==> src/rtl/mv_node_if.sv <==
// mv_node_if: operand stream in, forwarded vector and dot-product result out.
interface mv_node_if #(parameter int AW = 25, BW = 18, OW = 25, LW = 10);
    logic                 in_valid;
    logic signed [AW-1:0] ain;
    logic signed [BW-1:0] bin;
    logic                 sub;
    logic [LW-1:0]        len;
    logic signed [AW-1:0] aout;
    logic                 aout_valid;
    logic signed [OW-1:0] res;
    logic                 res_valid;
    logic                 ovf;
    logic                 busy;
    modport master (output in_valid, ain, bin, sub, len,
                    input  aout, aout_valid, res, res_valid, ovf, busy);
    modport slave  (input  in_valid, ain, bin, sub, len,
                    output aout, aout_valid, res, res_valid, ovf, busy);
endinterface

==> src/rtl/mv_node.sv <==
// mv_node: pipelined signed MAC node producing one rounded, saturated dot product per vector.
module mv_node #(
    parameter int AW   = 25,
    parameter int BW   = 18,
    parameter int ACCW = 48,
    parameter int FRAC = 17,
    parameter int OW   = 25,
    parameter int LW   = 10
) (
    input logic        clk,
    input logic        rstn,
    input logic        sclr,
    mv_node_if.slave   io
);
    localparam logic signed [ACCW:0] max_v = {{(ACCW+2-OW){1'b0}}, {(OW-1){1'b1}}};
    localparam logic signed [ACCW:0] min_v = ~max_v;
    localparam logic signed [ACCW:0] rnd   = {{ACCW{1'b0}}, 1'b1} << FRAC >> 1;
    logic [LW-1:0]          cnt, l_q, len_eff;
    logic                   first_in, last_in;
    logic                   v1, f1, l1, s1, v2, f2, l2, s2;
    logic signed [AW-1:0]   a1;
    logic signed [BW-1:0]   b1;
    logic [ACCW-1:0]        p2, acc, base, acc_next;
    logic signed [ACCW:0]   rsum, r;
    logic                   hi, lo;
    assign io.busy = cnt != '0;
    always_comb begin
        len_eff  = io.len == '0 ? LW'(1) : io.len;
        first_in = cnt == '0;
        last_in  = first_in ? len_eff == LW'(1) : cnt == l_q - LW'(1);
        base     = f2 ? '0 : acc;
        acc_next = s2 ? base - p2 : base + p2;
        // one guard bit so the rounding increment cannot wrap the accumulator
        rsum     = $signed({acc_next[ACCW-1], acc_next}) + rnd;
        r        = rsum >>> FRAC;
        hi       = r > max_v;
        lo       = r < min_v;
    end
    always_ff @(posedge clk or negedge rstn) begin
        if (!rstn) begin
            io.aout       <= '0;
            io.aout_valid <= 1'b0;
        end else begin
            io.aout       <= io.ain;
            io.aout_valid <= io.in_valid;
        end
    end
    always_ff @(posedge clk or negedge rstn) begin
        if (!rstn) begin
            {cnt, l_q, v1, f1, l1, s1, a1, b1, v2, f2, l2, s2, p2, acc} <= '0;
            io.res       <= '0;
            io.ovf       <= 1'b0;
            io.res_valid <= 1'b0;
        end else if (sclr) begin
            {cnt, l_q, v1, v2, acc} <= '0;
            io.res       <= '0;
            io.ovf       <= 1'b0;
            io.res_valid <= 1'b0;
        end else begin
            v1           <= io.in_valid;
            v2           <= v1;
            io.res_valid <= v2 && l2;
            if (io.in_valid) begin
                a1  <= io.ain;
                b1  <= io.bin;
                s1  <= io.sub;
                f1  <= first_in;
                l1  <= last_in;
                cnt <= last_in ? '0 : cnt + LW'(1);
                if (first_in) l_q <= len_eff;
            end
            if (v1) begin
                p2 <= {{(ACCW-AW){a1[AW-1]}}, a1} * {{(ACCW-BW){b1[BW-1]}}, b1};
                f2 <= f1;
                l2 <= l1;
                s2 <= s1;
            end
            if (v2) begin
                acc <= acc_next;
                if (l2) begin
                    io.res <= hi ? max_v[OW-1:0] : lo ? min_v[OW-1:0] : r[OW-1:0];
                    io.ovf <= hi || lo;
                end
            end
        end
    end
endmodule

==> src/flat_wrapper.sv <==
// flat-port wrapper written by rule: the top's interface ports become plain ports
module mv_node_flat 
#(
    parameter int AW   = 25,
    parameter int BW   = 18,
    parameter int ACCW = 48,
    parameter int FRAC = 17,
    parameter int OW   = 25,
    parameter int LW   = 10
)
  (clk, rstn, sclr, io_in_valid, io_ain, io_bin, io_sub, io_len, io_aout, io_aout_valid, io_res, io_res_valid, io_ovf, io_busy);
  mv_node_if #(.AW(AW), .BW(BW), .OW(OW), .LW(LW)) io_i ();
  input logic clk;
  input logic rstn;
  input logic sclr;
  input wire logic [$bits(io_i.in_valid)-1:0] io_in_valid;
  input wire logic [$bits(io_i.ain)-1:0] io_ain;
  input wire logic [$bits(io_i.bin)-1:0] io_bin;
  input wire logic [$bits(io_i.sub)-1:0] io_sub;
  input wire logic [$bits(io_i.len)-1:0] io_len;
  output wire logic [$bits(io_i.aout)-1:0] io_aout;
  output wire logic [$bits(io_i.aout_valid)-1:0] io_aout_valid;
  output wire logic [$bits(io_i.res)-1:0] io_res;
  output wire logic [$bits(io_i.res_valid)-1:0] io_res_valid;
  output wire logic [$bits(io_i.ovf)-1:0] io_ovf;
  output wire logic [$bits(io_i.busy)-1:0] io_busy;
  assign io_i.in_valid = io_in_valid;
  assign io_i.ain = io_ain;
  assign io_i.bin = io_bin;
  assign io_i.sub = io_sub;
  assign io_i.len = io_len;
  assign io_aout = io_i.aout;
  assign io_aout_valid = io_i.aout_valid;
  assign io_res = io_i.res;
  assign io_res_valid = io_i.res_valid;
  assign io_ovf = io_i.ovf;
  assign io_busy = io_i.busy;
  mv_node #(.AW(AW), .BW(BW), .ACCW(ACCW), .FRAC(FRAC), .OW(OW), .LW(LW)) u_core (.clk(clk), .rstn(rstn), .sclr(sclr), .io(io_i));
endmodule
==> config.mk <==
export PLATFORM = sky130hd
export DESIGN_NAME = mv_node_flat
export DESIGN_NICKNAME = d
export VERILOG_FILES = /design/src/rtl/mv_node_if.sv /design/src/rtl/mv_node.sv /design/src/flat_wrapper.sv
export SDC_FILE = /design/constraint.sdc
export NUM_CORES = 2
export LEC_CHECK = 0
export BUFFER_PORTS_ARGS = -buffer_cell sky130_fd_sc_hd__buf_2
export CAP_MARGIN = 30
export CELL_PAD_IN_SITES_DETAIL_PLACEMENT = 0
export CELL_PAD_IN_SITES_GLOBAL_PLACEMENT = 1
export CORE_ASPECT_RATIO = 1.1
export CORE_UTILIZATION = 40
export DETAILED_ROUTE_END_ITERATION = 16
export PLACE_DENSITY = 0.7
export SYNTH_ARGS = -nofsm -noshare
export SYNTH_HDL_FRONTEND = slang
export SYNTH_SLANG_ARGS = --single-unit
==> constraint.sdc <==
create_clock -name clk -period 10.55 [get_ports clk]
set_input_delay 2.11 -clock clk [delete_from_list [all_inputs] [get_ports clk]]
set_output_delay 2.11 -clock clk [all_outputs]
set_load 0.05 [all_outputs]
==> impl_metrics.csv <==
group,metric,value,unit
die,floorplan.io_pins,112,
synthesis,yosysTopAreaCellShare,0.304,
setup_path,setup.worst_path.end_class,"register",
setup_path,setup_slack_of_the_most_critical_reg_to_reg_path,2530,ps
die,initial_core_util,0.404,
sta,fmax,0.125,GHz
sta,rsz0062_at_grt,"no",
placement,post-dp-hpwl,61500,um
grt,global_route.usage.total,0.215,
finish,post_layout_nonfiller_instances,4254,
synthesis,syn-instance-count,3288,
synthesis,compound_gate_portion_of_the_synthesized_area,0.104,
routing,route.vias.total,22300,
setup_path,crit_arrival,8520,ps
clocking,latest_clock_arrival_within_the_worst_skew_pair,590,ps
sta,slew_headroom,0.299,
routing,detailedRoute.firstPassIterationCount,5,
clocking,tritoncts,"yes",
routing,drc,0,
routing,wl,77500,um
setup_path,critical_path_class,"register to register",
sta,setup_total_negative_slack,0,ps
synthesis,synth_fp_nets,3948,
clocking,tritoncts_num_sinks,215,
grt,grt-ovfl-total,0,
grt,antenna_found_initial,0,
routing,drt.antenna.violating_nets,0,
setup_path,crit_path_start_kind,"register",
synthesis,synth_seq_cells,215,
setup_path,worst_r2r_startpoint,"u_core.p2[16]",
outcome,run_status,"finished, final reports clean",
routing,wire_per_inst,18.2,um
finish,layout.nets,3948,
clocking,cts.repair_timing.setup_buffer_count,0,
setup_path,critical_path.startpoint,"u_core.p2[16]",
sta,finalClockSkew,31.9,ps
grt,first_pass_grt_wire_length,128000,um
die,chip_width,259,um
synthesis,yosysSeqAreaShare,0.185,
clocking,cts.hold.buffers_added,0,
synthesis,yosys.area_share.simple,0.192,
die,core_area,71900,sq um
placement,numPlacedInstances,4203,
clocking,post_cts.resized_instances,0,
sta,final_hold_viol_count,0,
finish,area_growth,7.67,%
die,die_ht,285,um
clocking,clockRootBuffer,"clkbuf_16",
synthesis,avgSynthCellArea,8.85,sq um
clocking,cts_buffer_count,27,
min_path,hold_path.class,"register to register",
placement,placement.io_buffers,111,
finish,drive_gt1_frac,0.0665,
setup_path,timing.rr.end,"u_core.io.res[2]",
synthesis,combinational_family_with_the_most_area_after_synthesis,"adder cells",
synthesis,mappedNetlistArea,29100,sq um
finish,antenna_diode_count,0,
synthesis,netlist-cell-type-count,82,
setup_path,setup.worst_path.end,"u_core.io.res[2]",
synthesis,ys_top_cells_by_area,"fa_1, dfrtp_1, nand2_1, ha_1, inv_1",
grt,pin_count_of_the_biggest_net_entering_global_routing,121,
synthesis,async_set_reset_flop_share_out_of_synthesis,1.00,
sta,final.min_clock_period,8020,ps
clocking,ctsHtreeMaxLevel,1,
synthesis,synth-warning-count,0,
setup_path,worst_path_fanout_max,23,
setup_path,worst_r2r_path_depth,22,
die,placementRows,103,
synthesis,synthDominantAreaCellType,"fa_1",
routing,initialDrtViolationCount,1344,
job,drv.max_cap_violation_count,0,
synthesis,fraction_of_synthesized_area_in_multiplexers,0.0154,
sta,setup_violations,0,
die,floorplan.die_area,73800,sq um
routing,drt-vias-per-instance,5.24,
synthesis,count_of_flip_flops_with_a_built_in_enable_after_synthesis,0,
synthesis,yosys.area_share.adder,0.373,
clocking,worst_setup_hold_path_clk_slew,60,ps
sta,final_worst_path_period_share,0.760,
sta,timing_max_transition_violations_final,0,
sta,tightestPinTransition,1050,ps
placement,place.gp.congestion,0.869,
clocking,ctsLongestPathBuffers,3,
synthesis,yosys.area_share.xor_xnor,0.0470,
synthesis,ys_dominant_reg_cell,"dfrtp_1",
grt,first_global_vias,23800,
setup_path,required,11050,ps
[cell usage after synthesis, drive strengths merged (26+ instances only)]
master  number
a21oi      121
nand2b      46
inv        468
xor2        33
nor2b       67
and2       167
ha         160
nor2       147
o21ai      105
nor3        40
xnor2      123
clkbuf     162
mux2i       42
fa         442
dfrtp      215
nand3       36
and3        26
a21o        52
nand2      555
[cells in the final DEF, fill, tap and decap left out, types with 33 or more instances in the layout]
cell      instances
nor2_1          147
nor3_1           39
mux2i_1          42
buf_2           110
a21oi_1         119
xor2_1           33
fa_1            442
nand2_1         554
xnor2_1         123
and2_1          163
dfrtp_1         214
ha_1            160
nand3_1          36
inv_1           467
a21o_1           52
nand2b_1         44
nor2b_1          67
o21ai_0         105
[metal layers]
layer	vias to the layer above	wire length [um]	track usage
li1	10400	-	-
met5	-	0	0
met2	460	36800	0.362
met3	94	3080	0.0204
met4	0	1440	0.0445
met1	11300	36100	0.300
[worst min path at each step]
stage                       from      endpoint  cells past startpoint
CTS                 u_core.b1[0]  u_core.b1[0]                      2
detailed placement  u_core.b1[0]  u_core.b1[0]                      2
finish              u_core.b1[0]  u_core.b1[0]                      2
global route           u_core.l1     u_core.l2                      2
global placement    u_core.b1[0]  u_core.b1[0]                      2
floorplan              u_core.s1     u_core.s2                      2
[metrics by stage]
stage,util,area [sq um],hold slack (ps),setup WS (ps)
after floorplan,-,29100,439,3740
after global placement,0.423,30400,462,2780
after detailed placement,0.423,30400,467,2570
after CTS,0.435,31300,479,2520
after global routing,0.436,31300,514,2000
final,0.436,31300,472,2530
[flip-flops by register name, indices dropped and copies added (netlist names), 10 cells and up]
register,cells
u_core.a1,25
u_core.acc,48
u_core.b1,18
u_core.cnt,10
u_core.io.aout,25
u_core.io.res,25
u_core.l_q,10
u_core.p2,43
[worst max-delay path, stage by stage, from the launching register on]
cell      delay (ps)
dfrtp_1          420
or4_1            580
nor4_1           330
nand2b_1         170
or3_1            370
or3_1            340
nor2b_1          330
a21oi_1          140
xnor2_1          180
ha_1             450
nand2_1          110
o21ai_0          420
a31oi_1          190
o31ai_1          670
mux2i_1          260
o41a_1           180
nand4_1          170
or4b_1           630
or4_4            590
o31ai_4          300
inv_1             90
a21oi_2          760
a221o_1          280
[logic make-up (layout without fill, tap and decap cells)]
group	Yosys count	in the layout
buffers and inverters	642	663
XOR/XNOR	156	156
AND/OR/NAND/NOR	1171	1171
AO/OA/AOI/OAI	458	458
multiplexers	44	44
adder cells (fa/ha/maj)	602	602
flip-flops	215	215
[area by class of cell]
cell class	count	area [sq um]
sequential	215	5380
clock inverter	13	103
inverter	468	1760
clock buffer	37	763
tap	945	1180
fill	7052	40600
timing repair buffer	145	848
multi-input combinational	2431	21300
Power is left out: the tool's default activity adds up to more than one toggle a clock period on the data nets, which glitch-free logic cannot reach.
